`src/rtl/seven_seg_sched.sv`:
```
// seven_seg_sched: chooses which shadowed 32-bit debug word feeds the seven_seg driver,
// rotating on a dwell timer or stepping on a pushbutton edge, with a freeze hold.
module seven_seg_sched #(
  parameter int NSRC  = 4,
  parameter int DWELL = 50_000_000,
  parameter int SW    = $clog2(NSRC)
) (
  input  logic                i_clk,
  input  logic                i_rst_n,
  input  logic [NSRC*32-1:0]  i_src_value,
  input  logic [NSRC-1:0]     i_src_upd,
  input  logic                i_auto,
  input  logic                i_next,
  input  logic                i_freeze,
  output logic [31:0]         o_disp_value,
  output logic                o_disp_en,
  output logic [SW-1:0]       o_sel
);

  localparam int CW = (DWELL > 1) ? $clog2(DWELL) : 1;
  localparam logic [CW-1:0] LAST = CW'(DWELL - 1);

  logic [31:0]   r_shadow [NSRC];
  logic [NSRC-1:0] r_valid;
  logic          r_next_q;
  logic          r_frz_q;
  logic [CW-1:0] r_cnt;
  logic [SW-1:0] r_sel;
  logic [31:0]   r_disp_value;
  logic          r_disp_en;

  logic          w_next_edge;
  logic          w_dwell_hit;
  logic          w_step;
  logic [SW-1:0] w_cand;
  logic [SW-1:0] w_scan_sel;
  logic [SW-1:0] w_new_sel;
  logic          w_upd_new;
  logic [31:0]   w_load_word;
  logic          w_load;

  assign w_next_edge = i_next & ~r_next_q;
  assign w_dwell_hit = i_auto & (r_cnt == LAST);
  assign w_step      = w_dwell_hit | w_next_edge;

  // Descending scan so the nearest valid index after r_sel is the one that sticks.
  always_comb begin
    w_scan_sel = r_sel;
    w_cand     = '0;
    for (int k = NSRC - 1; k >= 1; k--) begin
      w_cand = SW'((int'(r_sel) + k) % NSRC);
      if (r_valid[w_cand]) w_scan_sel = w_cand;
    end
  end

  assign w_new_sel = w_step ? w_scan_sel : r_sel;

  // A source updating this very cycle is shown from its input, not the stale shadow.
  always_comb begin
    w_upd_new   = 1'b0;
    w_load_word = '0;
    for (int i = 0; i < NSRC; i++) begin
      if (w_new_sel == SW'(i)) begin
        w_upd_new   = i_src_upd[i];
        w_load_word = i_src_upd[i] ? i_src_value[32*i +: 32] : r_shadow[i];
      end
    end
  end

  assign w_load = (w_new_sel != r_sel) | w_upd_new | r_frz_q;

  always_ff @(posedge i_clk or negedge i_rst_n) begin
    if (!i_rst_n) begin
      for (int i = 0; i < NSRC; i++) r_shadow[i] <= '0;
      r_valid      <= NSRC'(1);
      r_next_q     <= 1'b0;
      r_frz_q      <= 1'b0;
      r_cnt        <= '0;
      r_sel        <= '0;
      r_disp_value <= '0;
      r_disp_en    <= 1'b0;
    end else begin
      for (int i = 0; i < NSRC; i++) begin
        if (i_src_upd[i]) r_shadow[i] <= i_src_value[32*i +: 32];
      end
      r_valid  <= r_valid | i_src_upd;
      r_next_q <= i_next;
      r_frz_q  <= i_freeze;
      if (i_freeze) begin
        r_disp_en <= 1'b0;
      end else begin
        if (w_next_edge || !i_auto || (r_cnt == LAST)) r_cnt <= '0;
        else r_cnt <= r_cnt + CW'(1);
        r_sel     <= w_new_sel;
        r_disp_en <= w_load;
        if (w_load) r_disp_value <= w_load_word;
      end
    end
  end

  assign o_disp_value = r_disp_value;
  assign o_disp_en    = r_disp_en;
  assign o_sel        = r_sel;

endmodule

```
`config.mk`:
```
export PLATFORM = sky130hd
export DESIGN_NAME = seven_seg_sched
export DESIGN_NICKNAME = d
export VERILOG_FILES = /design/src/rtl/seven_seg_sched.sv
export SDC_FILE = /design/constraint.sdc
export NUM_CORES = 1
export LEC_CHECK = 0
export ABC_CLOCK_PERIOD_IN_PS = 4500
export CORE_MARGIN = 2
export CORE_UTILIZATION = 52
export DETAILED_ROUTE_END_ITERATION = 10
export PLACE_DENSITY = 0.8
export SYNTH_ARGS = -nofsm -noshare
export SYNTH_HDL_FRONTEND = slang
export SYNTH_SLANG_ARGS = --single-unit
```
`constraint.sdc`:
```
create_clock -name i_clk -period 4.5 [get_ports i_clk]
set_input_delay 0.675 -clock i_clk [delete_from_list [all_inputs] [get_ports i_clk]]
set_output_delay 0.675 -clock i_clk [all_outputs]
set_load 0.03 [all_outputs]
```
* Word level (Yosys, flattened, before mapping)
Cells that the tools add are included.
** Cells by class
- $add $sub $neg :: 4
- $lt $le $gt $ge :: 3
- Eq/ne operators :: 5
- Multiplexer cells :: 24
- Bitwise gates (word level) :: 8
- Reductions and logical operators :: 5
** Operators by type and width (count)
- two-way mux 32 bit :: 8
- adder 26 x 1 -> 26 bit (second input constant) :: 1
- equality test 26 bit (second input constant) :: 1
- two-way mux 26 bit :: 1
- less-than comparator 2 x 3 -> 1 bit (second input constant) :: 3
- two-way mux 1 bit :: 8
- two-way mux 2 bit :: 4
- binary-select mux 1 bit (select 2 bit) :: 3
- adder 2 bit (second input constant) :: 2
- equality test 2 bit (second input constant) :: 2
- bitwise OR 4 bit :: 1
- bitwise OR 1 bit :: 3
- adder 2 x 1 -> 2 bit (second input constant) :: 1
- bitwise AND 1 bit :: 2
- equality test 2 x 1 -> 1 bit (second input constant) :: 1
- zero test 2 bit :: 1
- logical OR 1 bit :: 2
- != test 2 bit :: 1
- inverter 1 bit :: 2
- AND reduction 2 bit :: 1
- zero test 1 bit :: 1
** Word-level totals
- Register bits :: 195
- Input bits :: 137
- Output and inout port bits :: 35
- Word-level logic and storage cells :: 60

* Logic depth before layout (Yosys ltp)
- Depth after elaboration :: 15
- Gate-level depth with buffers :: 10
- Depth with buffers taken out :: 8

* Worst setup path before layout
Ideal clock, no wire load.
- Kind :: flip-flop to flip-flop
- From :: register r_cnt[10]
- To :: register r_disp_value[10] (netlist: o_disp_value[10])
- Setup time :: 125 ps
- Arrival time :: 3211 ps
- Data required time :: 4375 ps
- Path slack :: 1164 ps
- Cell stages (with the launch flop) :: 10
- Buffers on the path :: 2
- Clock period less this slack :: 3336 ps
- Cell sequence :: dfrtp_1 -> or4b_1 -> or4_4 -> o21ai_2 -> mux2_2 -> buf_6 -> a31o_2 -> a41oi_4 -> buf_6 -> mux2_2
** On the way
- Longest elaborated chain between the ends :: 12
- Elaborated cells on any way between the ends :: 20
- Classes of those cells :: eq/ne (5); mux (9); bitwise (4); reduce/logical (2)
** RTL lines
- from (decl) :: RTL line 27 : logic [CW-1:0] r_cnt;
- from (signal assigned) :: RTL line 93 : else r_cnt <= r_cnt + CW'(1);
- equality test 26 bit (*) :: RTL line 43 : assign w_dwell_hit = i_auto & (r_cnt == LAST);
- bitwise AND 1 bit (*) :: RTL line 43
- bitwise OR 1 bit (*) :: RTL line 44 : assign w_step = w_dwell_hit | w_next_edge;
- two-way mux 2 bit (*) :: RTL line 56 : assign w_new_sel = w_step ? w_scan_sel : r_sel;
- zero test 2 bit :: RTL line 63 : if (w_new_sel == SW'(i)) begin
- two-way mux 1 bit (4 in series) :: RTL line 63
- bitwise OR 1 bit (2 in series) :: RTL line 70 : assign w_load = (w_new_sel != r_sel) | w_upd_new | r_frz_q;
- AND reduction 2 bit (no source line)
- to (signal assigned) :: RTL line 96 : if (w_load) r_disp_value <= w_load_word;
- to (decl) :: RTL line 29 : logic [31:0] r_disp_value;
Every way passes the cells marked *; elsewhere a longest branch is shown, timed or not.
A chain may end at the register's enable or synchronous reset.

* Final worst setup path
- From :: register r_cnt[10]
- To :: register r_disp_value[14] (netlist: o_disp_value[14])
The elaborated chain is that of the path after synthesis.

==> results.ini <==
[run_status]
status=finished clean

[clock_tree]
clkLatencyLatePin_ps=430
htree_levels=4
numCtsBuffers=17
clockBufferDepth=2
cts_resized=0
cts_tree=done
cts-root-buf=clkbuf_16
clk_pin_slew_worst_paths_ps=70
cts_setup_buffers=0
tritoncts_num_sinks=195
ctsHoldBuffers=0

[sta]
rsz0062_at_grt=false
setup_viol=0
hold_viol_final=0
max_freq_ghz=0.275
tns_ps=0
fin_worst_skew_ps=6.82
period_minus_slack_ps=3640
final_max_slew_viol_count=0
slew-limit-headroom_pct=31.5
period_share_pct=80.8
worstMarginPinSlew_ps=1030

[synthesis]
syn-num-nets=731
syn_inst=593
synth_seq_cells=195
synth_top_cell_area_share_pct=55.9
synthTopCellsByArea=dfrtp_1, mux2_2, mux4_2
ys_types=52
synth_edf_count=0
synth-seq-area-share_pct=56.2
yosysWarnings=0
syn_area_mm2=0.00869
async_flop_share_pct=100
synth_top_area_cell=dfrtp_1
avgSynthCellArea_um2=14.6
synth_ff_type=dfrtp_1

[placed_design]
port_buffers=171
gp_congestion=0.822
dpl.cell_count=961
hpwl_um=13500

[worst_setup_path]
slowest_delay_ps=580
r2r_start=r_cnt[10]
worstPathMaxFanout=27
reg2reg_setup_slack_ps=860
crit_top_cell=mux2_2
startpoint_type=flip-flop
rr_worst_depth=8
path_cells=or4b_1 > or4_4 > o21ai_2 > mux2_2 > a31o_2 > a41oi_4 > buf_12 > mux2_2
required_ps=4810
end_kind=flip-flop
worstReg2RegEnd=o_disp_value[14]
critical-path-slowest-cell=or4b_1
arrival_ps=3950
crit_type=flip-flop to flip-flop

[floorplan]
io_pins=172
std_cell_rows=47
die_h_um=133
dieArea_mm2=0.0178
core_mm2=0.0165
dieWidth_um=133
start_util_pct=52.8

[detailed_routing]
firstDrtPassIters=4
drc=0
via_per_inst=5.65
drt_iter0_drc=334
wl_per_cell_um=20.5
wl_um=20300
antenna_left=0
via_count=5608

[power]
p_switching_mw=1.60
power.density_mw_per_mm2=484
pwr-share-clk_pct=29.6
sequentialPowerShare_pct=40.3
peakVddDrop_mv=0.361
p_sw_share_pct=29.5
leakagePower_nw=4.59
combinationalPowerShare_pct=30.2
p_int_mw=3.82

[global_routing]
overflow=0
grt_max_degree=132
grt_use_total_pct=24.2
grt_pass1_wl_um=32900
grt_pass1_vias=6226
grt_antenna_before_repair=2

[cells_and_area]
mostFrequentLayoutCell=dfrtp_1
nets=898
final_cells=993
drive_gt1_share_pct=32.9
areaGrowthSynthToFinish_pct=29.0
most-common-layout-cells=dfrtp_1, clkdlybuf4s50_1, mux2_2, nor2_1, mux4_2

[min_path]
min_path_type=input port to asynchronous set/reset pin

[run]
maxCapViolCount=0

worst max-delay path by stage:
stage / from / endpoint / slack, ps / depth (start not counted)
after floorplan: r_cnt[10] / o_disp_value[10] / 1160 / 9
after global placement: i_auto / o_disp_value[18] / 680 / 9
after detailed placement: i_auto / o_disp_value[14] / 580 / 9
after CTS: r_cnt[10] / o_disp_value[14] / 840 / 8
after global routing: r_cnt[10] / o_disp_value[19] / 750 / 8
final: r_cnt[10] / o_disp_value[14] / 860 / 8
layer usage:
layer	track usage [%]	routed length, um	vias to the layer above
li1	-	-	2488
met1	31.9	8630	2901
met2	39.5	9970	183
met3	5.25	1190	36
met4	10.1	543	0
met5	0	0	-
cell families (layout without fill, tap and decap cells):
group                      count (synthesis)  count (layout)  synth area share (%)
AOI/OAI and AO/OA                         34              34                  2.69
and+or+nand+nor                          107             107                  6.53
adders and majority gates                  1               1                 0.144
other                                      0               1                     0
xor gates and xnor gates                  20              20                  2.02
DFF                                      195             195                  56.2
muxes                                    198             198                  30.2
buffers and inverters                     38             217                  2.26
sequential cells by signal (all words and copies together) (netlist names):
name and flops:
r_valid 4, r_next_q 1, o_disp_en 1, r_cnt 26
o_disp_value 32, r_frz_q 1, r_shadow 128, o_sel 2
worst max-delay path: cells and delay by family (launching register included):
kind            cells  cell delay, ps
buf+inv             1             290
compound gates      3             880
flops               1             430
mux                 2             770
simple gates        2            1140
area by class of cell:
type	instances	area, um^2
Tap cell	220	275
Inverter	4	15.0
Multi-Input combinational cell	360	3620
Fill cell	1149	5260
Timing Repair Buffer	182	1790
Clock inverter	13	181
Antenna cell	1	2.50
Sequential cell	195	4880
Clock buffer	18	439
metrics by stage:
stage	util, %	cell area (um^2)	total power, mW	setup slack [ps]	hold slack (ps)
floorplan	-	8690	3.19	1160	379
global placement	64.3	10600	3.80	680	476
detailed placement	64.3	10600	3.86	580	481
CTS	68.0	11200	5.46	845	465
global route	68.0	11200	5.64	753	483
finish	68.0	11200	5.42	865	393
power groups by stage:
stage | combinational, mW | sequential [mW] | clock (mW)
2_1_floorplan | 0.725 | 2.47 | 0
3_3_place_gp | 1.60 | 2.20 | 0
3_5_place_dp | 1.64 | 2.21 | 0
4_1_cts | 1.65 | 2.18 | 1.63
5_1_grt | 1.73 | 2.21 | 1.70
6_report | 1.64 | 2.18 | 1.60
synthesized netlist by cell type (3+ instances only):
| cell type | n |
|---|---|
| nand2b_1 | 5 |
| xnor2_1 | 6 |
| mux4_2 | 30 |
| mux2_2 | 156 |
| mux2_4 | 7 |
| o21ai_0 | 12 |
| nor2b_1 | 6 |
| inv_1 | 4 |
| clkbuf_1 | 23 |
| nand3_1 | 12 |
| nor3_1 | 4 |
| nor2_1 | 31 |
| nand4_1 | 5 |
| or2_2 | 5 |
| xor2_1 | 14 |
| mux2i_1 | 3 |
| buf_1 | 3 |
| nand2_1 | 19 |
| and3_1 | 6 |
| dfrtp_1 | 194 |
| a21oi_1 | 7 |
| buf_6 | 7 |
No activity file was read; power rests on OpenSTA's default activity.
